[config.mk]
export PLATFORM = sky130hd
export DESIGN_NAME = hazard_ctrl
export DESIGN_NICKNAME = d
export VERILOG_FILES = /design/src/rtl/hazard_ctrl.sv
export SDC_FILE = /design/constraint.sdc
export NUM_CORES = 1
export LEC_CHECK = 0
export CORE_ASPECT_RATIO = 0.8
export CORE_UTILIZATION = 52
export DETAILED_ROUTE_END_ITERATION = 6
export HOLD_SLACK_MARGIN = 0.1
export PLACE_DENSITY = 0.85
export REMOVE_ABC_BUFFERS = 1
export SLEW_MARGIN = 5
export SYNTH_ARGS = -nofsm -noshare
export SYNTH_HDL_FRONTEND = slang
export SYNTH_SLANG_ARGS = --single-unit
[constraint.sdc]
create_clock -name clk -period 5.7 [get_ports clk]
set_clock_uncertainty 0.2 [all_clocks]
set_input_delay 1.14 -clock clk [delete_from_list [all_inputs] [get_ports clk]]
set_output_delay 1.14 -clock clk [all_outputs]
set_load 0.01 [all_outputs]
[src/rtl/hazard_ctrl.sv]
// Pipeline hazard controller: load-use stalls, branch flushes, and a multi-cycle
// MDU wait with a watchdog, plus saturating stall/flush statistics counters.
module hazard_ctrl #(
    parameter int CNT_W       = 16,
    parameter int MDU_TIMEOUT = 64
) (
    input  logic             clk,
    input  logic             rst_n,
    input  logic [4:0]       ID_rs1,
    input  logic [4:0]       ID_rs2,
    input  logic             ID_use_rs1,
    input  logic             ID_use_rs2,
    input  logic             EX_MemRead,
    input  logic [4:0]       EX_rd,
    input  logic             EX_branch_taken,
    input  logic             mdu_start,
    input  logic             mdu_done,
    input  logic             cnt_clr,
    output logic             PC_stall,
    output logic             IFID_stall,
    output logic             IDEX_bubble,
    output logic             IFID_flush,
    output logic             EXMEM_stall,
    output logic             mdu_busy,
    output logic             mdu_timeout,
    output logic [CNT_W-1:0] stall_cnt,
    output logic [CNT_W-1:0] flush_cnt
);

    typedef enum logic {IDLE, MDU_BUSY} state_t;

    localparam int WD_W = $clog2(MDU_TIMEOUT) + 1;

    state_t          state, state_nxt;
    logic [WD_W-1:0] wd_cnt;
    logic            load_use, wd_expire, mdu_release, timeout_hit;
    logic            pc_stall_c, ifid_stall_c, idex_bubble_c, ifid_flush_c;
    logic            exmem_stall_c, mdu_busy_c;

    assign load_use = EX_MemRead && (EX_rd != 5'd0) &&
                      ((ID_use_rs1 && (ID_rs1 == EX_rd)) ||
                       (ID_use_rs2 && (ID_rs2 == EX_rd)));

    assign wd_expire   = (wd_cnt == WD_W'(MDU_TIMEOUT - 1));
    assign mdu_release = mdu_done || wd_expire;

    always_comb begin
        state_nxt     = state;
        pc_stall_c    = 1'b0;
        ifid_stall_c  = 1'b0;
        idex_bubble_c = 1'b0;
        ifid_flush_c  = 1'b0;
        exmem_stall_c = 1'b0;
        mdu_busy_c    = 1'b0;
        timeout_hit   = 1'b0;
        case (state)
            IDLE: begin
                // A taken branch squashes the wrong-path ID instruction, so its
                // load-use hazard is moot.
                if (EX_branch_taken) begin
                    ifid_flush_c  = 1'b1;
                    idex_bubble_c = 1'b1;
                end else if (load_use) begin
                    pc_stall_c    = 1'b1;
                    ifid_stall_c  = 1'b1;
                    idex_bubble_c = 1'b1;
                end
                if (mdu_start)
                    state_nxt = MDU_BUSY;
            end
            MDU_BUSY: begin
                // The release cycle (done or watchdog) already lets the pipe move.
                if (mdu_release) begin
                    state_nxt   = IDLE;
                    timeout_hit = wd_expire && !mdu_done;
                end else begin
                    pc_stall_c    = 1'b1;
                    ifid_stall_c  = 1'b1;
                    exmem_stall_c = 1'b1;
                    mdu_busy_c    = 1'b1;
                end
            end
            default: state_nxt = IDLE;
        endcase
    end

    // Outputs are held low for as long as reset is asserted, whatever the inputs.
    assign PC_stall    = rst_n && pc_stall_c;
    assign IFID_stall  = rst_n && ifid_stall_c;
    assign IDEX_bubble = rst_n && idex_bubble_c;
    assign IFID_flush  = rst_n && ifid_flush_c;
    assign EXMEM_stall = rst_n && exmem_stall_c;
    assign mdu_busy    = rst_n && mdu_busy_c;

    always_ff @(posedge clk or negedge rst_n) begin
        if (!rst_n) begin
            state       <= IDLE;
            wd_cnt      <= '0;
            mdu_timeout <= 1'b0;
        end else begin
            state <= state_nxt;
            // Zero on entry to MDU_BUSY and whenever outside it.
            if (state == MDU_BUSY && state_nxt == MDU_BUSY)
                wd_cnt <= wd_cnt + 1'b1;
            else
                wd_cnt <= '0;
            if (timeout_hit)
                mdu_timeout <= 1'b1;
        end
    end

    always_ff @(posedge clk or negedge rst_n) begin
        if (!rst_n) begin
            stall_cnt <= '0;
            flush_cnt <= '0;
        end else if (cnt_clr) begin
            stall_cnt <= '0;
            flush_cnt <= '0;
        end else begin
            if (pc_stall_c && (stall_cnt != '1))
                stall_cnt <= stall_cnt + 1'b1;
            if (ifid_flush_c && (flush_cnt != '1))
                flush_cnt <= flush_cnt + 1'b1;
        end
    end

endmodule

# Word level (Yosys, flattened, before mapping)

Index checks and enable logic that the tools add are counted.

Add/sub/neg operators: 3
$mul: 0
Div/mod/pow operators: 0
Magnitude comparators: 0
Equal/unequal tests: 5
Shift-type cells: 0
Mux-type cells: 18
Bitwise logic cells: 1
Reduce and logical (&&, ||, !) cells: 18

Operators by type and width:

| operator                                                              | number |
|---|---|
| 16-bit two-way mux                                                    | 4 |
| 16-bit by 1-bit adder with 16-bit output, second input constant       | 2 |
| 16-bit != test, second input constant                                 | 2 |
| 1-bit logical AND                                                     | 12 |
| 1-bit two-way mux                                                     | 11 |
| 5-bit equality test                                                   | 2 |
| 7-bit by 1-bit adder with 7-bit output, second input constant         | 1 |
| 7-bit by 6-bit equality test with 1-bit output, second input constant | 1 |
| 7-bit two-way mux                                                     | 1 |
| 5-bit nonzero test                                                    | 1 |
| 1-bit case mux with 2 select lines                                    | 2 |
| 2-bit nonzero test                                                    | 2 |
| 1-bit logical OR                                                      | 2 |
| 1-bit zero test                                                       | 1 |
| 1-bit inverter                                                        | 1 |

Register bits: 41
Latch bits: 0
RAM bits: 0
Memory bits (read-only): 0
Output and inout bits: 39
Memories: 0

# Longest topological paths before layout

Word-level depth: 10
Depth in mapped cells: 8
Mapped depth without buffers: 6

# Least setup slack after synthesis

OpenSTA, ideal clock, no wires.

Kind: input-to-output
Start point: input EX_rd[0]
End point: output PC_stall
Data arrival time: 2175 ps
Required time: 4360 ps
Slack: 2185 ps
Stages: 4
Path buffers: 1
Cell sequence: or3_1 -> o211a_1 -> o221a_2 -> buf_4

Cells in the longest elaborated chain, start to end: 8
Elaborated cells on any way between the ends: 12
Those cells by class: 2 x eq/ne; 3 x mux; 7 x reduce/logical

Ends and longest elaborated chain:

| element                                | line   | RTL |
|---|---|---|
| start, declared                        | 14     | `input logic [4:0] EX_rd,` |
| 5-bit equality test (on tied branches) | 41, 42 |  |
| 1-bit logical AND (on tied branches)   | 41, 42 |  |
| 1-bit logical OR                       | 41     | `((ID_use_rs1 && (ID_rs1 == EX_rd)) \|\|` |
| 1-bit logical AND (*)                  | 40     | `assign load_use = EX_MemRead && (EX_rd != 5'd0) &&` |
| 1-bit two-way mux (*) (2 in series)    | --     |  |
| 1-bit case mux with 2 select lines (*) | --     |  |
| 1-bit logical AND (*)                  | --     |  |
| end, declared                          | 19     | `output logic PC_stall,` |

Mark *: on every way between the ends. The rest lies on a longest branch, timed or not.

# Final worst setup path

Start point: input EX_rd[4]
End point: output IFID_stall

Cells in the longest elaborated chain, start to end: 8
Elaborated cells on any way between the ends: 12
Those cells by class: 2 x eq/ne; 3 x mux; 7 x reduce/logical

Ends and longest elaborated chain:

| element                                | line   | RTL |
|---|---|---|
| 5-bit equality test (on tied branches) | 41, 42 |  |
| 1-bit logical AND (on tied branches)   | 41, 42 |  |
| 1-bit logical OR                       | 41     |  |
| 1-bit logical AND (*)                  | 40     |  |
| 1-bit two-way mux (*)                  | 63     | `end else if (load_use) begin` |
| 1-bit two-way mux (*)                  | 60     | `if (EX_branch_taken) begin` |
| 1-bit case mux with 2 select lines (*) | 56     | `case (state)` |
| 1-bit logical AND (*)                  | 89     | `assign IFID_stall = rst_n && ifid_stall_c;` |
| end, declared                          | 20     | `output logic IFID_stall,` |

Marked as above.

==> reports/summary.txt <==
outcome: completed
Final ANT Viol Nets: 0
number of synthesized register bits: 41
fmax: 224.5 MHz
Die Width: 77.88 um
largest net degree at the start of global routing: 29
CTS Buf Count: 5
Core Util, Final: 72.36%
row cnt: 21
Hold Vio Cnt, Final: 0
Initial Utilization: 55.57%
CP max stage cell: clkdlybuf4s50_1
static leakage: 1.257 nW
area delta synth->final: 30.20%
post-CTS setup buffers: 0
I/O pin total: 63
number of antenna diodes: 0
Post-Synth Adder-Cell Area: 1.567%
Worst Tran Pin Value: 0.7637 ns
Synth Area in Simple Gates: 26.33%
total number of vias: 2171
CP dominant cell by count: clkdlybuf4s50_1
share of cells above drive strength 1: 5.484%
# resized after CTS: 0
clock sink total: 41
Pre-Repair DR Iteration Count: 4
Worst EP arrival: 3.11 ns
Total Neg Setup Slack: 0 ns
# DRC: 0
commonest non-fill, non-tap cell in the layout: clkdlybuf4s50_1
clk_lat worst skew: 0.30 ns
CP max FO: 3
GP Congestion: 0.8508
Setup-failing EPs final: 0
RSZ-0062 raised after global routing: false
total chip power: 0.5862 mW
# hold bufs at CTS: 0
library cells used by synthesis: 45
drt total wl: 5723 um
largest family of logic cells by synthesized area: simple AND/OR/NAND/NOR gates
Starting DRT DRC Count: 176
WL/cell: 15.59 um
CTS root buf: clkbuf_8
hpwl dp: 4133 um
Worst EP required: 4.36 ns
Max Root-Sink Buffers: 2
register area share after synthesis: 42.84%
Critical Path End Type: primary output
Die Ht: 62.70 um
Die Footprint: 4883 um2
synth top area cells: dfrtp_1, xor2_1, or4_1, xnor2_1, o31ai_1
max incr delay on CP: 0.54 ns
commonest non-fill, non-tap cells in the layout: clkdlybuf4s50_1, dfrtp_1, nor2_1, a21oi_1, nand2_1
final worst-path cycle share: 78.14%
Final min period: 4.454 ns
crit path cell chain: clkdlybuf4s50_1, xnor2_1, nand4_1, o22ai_1, o211a_1, o221a_2, clkdlybuf4s50_1
Yosys warning count: 0
# H-tree levels: 2
worst hold-check path type: reg2reg
peak supply drop: 0.1172 mV
Power Density: 188.0 nW/um2
post-synthesis mux area share: 1.776%
GRT overflow: 0
# nets final: 336
Slew HR: 48.93%
IO Port Bufs: 62
number of global-route vias before repair: 2083
Synth Instances: 249
Clock Pin Slew Worst Setup and Hold Paths: 0.08 ns
final worst slack: 1.246 ns
critical path class: in2out
top_reg_cell synth: dfrtp_1
EDFF count, synth: 0
Vias/cell: 5.916
Synth top area share: 42.84%
first-pass GRT wire length: 9735 um
Synth async-reset ratio: 100.0%
Netlist Area Pre-Place: 2395 um2
antenna violations before repair: 0
core area: 4309 um2
Synth Area in Compound Gates: 14.63%
GRT Overall Usage: 25.28%
post-synth top area cell: dfrtp_1
xor/xnor share of the synthesized area: 9.509%
Critical Path Start Type: input port
Slew Limit Fails: 0
post-place setup slack: 1.263 ns
Max Cap Viol: 0
TritonCTS clock tree: yes
mean post-synth cell area: 9.618 um2
==> registers in the layout, indices dropped and copies added (netlist names) <==
signal / count
stall_cnt: 16
flush_cnt: 16
state: 1
wd_cnt: 7
mdu_timeout: 1
==> Yosys cell counts (all sizes together), types with 2 or more instances <==
library cell / instances
o211ai: 3
clkbuf: 6
xor2: 14
a21o: 2
nand3: 11
inv: 4
o2111ai: 4
and3: 5
nor2: 24
mux2: 2
a21oi: 16
o31ai: 13
or4: 14
nand2: 15
mux2i: 2
ha: 3
nand2b: 5
dfrtp: 41
buf: 5
and2: 9
xnor2: 12
or3: 2
and4: 6
o21ai: 3
o211a: 2
o221a: 2
nor2b: 3
nand4: 10
==> cell families after synthesis <==
kind of cell / after synthesis
flip-flops: 41
multiplexers: 4
XOR/XNOR: 26
AO/OA/AOI/OAI: 49
buffers and inverters: 15
adder cells (fa/ha/maj): 3
AND/OR/NAND/NOR: 111
==> layout make-up <==
class | instances | area, um2
Clock inverter | 3 | 17.52
Clock buffer | 5 | 68.82
Timing Repair Buffer | 64 | 630.6
Sequential cell | 41 | 1026
Multi-Input combinational cell | 193 | 1289
Tap cell | 57 | 71.32
Inverter | 4 | 15.01
Fill cell | 319 | 1191
==> per-stage QoR <==
| stage | hold WS [ns] | cells | cell area [um2] |
|---|---|---|---|
| 6_report | 0.2668 | 367 | 3118 |
| 4_1_cts | 0.2714 | 367 | 3118 |
| 2_1_floorplan | 0.2319 | 238 | 2330 |
| 5_1_grt | 0.2803 | 367 | 3118 |
| 3_3_place_gp | 0.2447 | 359 | 3032 |
| 3_5_place_dp | 0.2604 | 359 | 3032 |
==> layer usage <==
layer  track usage (%)  vias to the layer above  routed length, um
met3             4.526                       12                289
met5                 0                        -                  0
met4             7.075                        0                 82
met1             33.36                     1048               2682
li1                  -                     1043                  -
met2             42.59                       68               2668
==> path summary, 6_finish.rpt <==
check	slack (ns)	startpoint	cells after the start	endpoint
worst min-delay path	0.27	wd_cnt[0]	1	wd_cnt[0]
worst max register to register	3.32	wd_cnt[0]	6	stall_cnt[11]
max in group asynchronous	4.01	rst_n	2	stall_cnt[0]
worst min register to register	0.27	wd_cnt[0]	1	wd_cnt[0]
worst max-delay path	1.25	EX_rd[4]	7	IFID_stall
min in group asynchronous	0.62	rst_n	1	stall_cnt[10]
==> report_power, final <==
part	leakage [nW]	switching (mW)	total, mW	internal [mW]
Clock	0.0439	0.107	0.192	0.0846
Combinational	0.645	0.0512	0.0927	0.0415
Sequential	0.569	0.00615	0.301	0.295
Total	1.26	0.165	0.586	0.421
==> worst max-delay path: cells and delay by family <==
family / cells / cell delay (ns)
buf+inv: 2 / 1.07
compound gates: 3 / 0.58
simple gates: 1 / 0.16
xor+xnor: 1 / 0.15
Power figures use the tool's default switching activity.
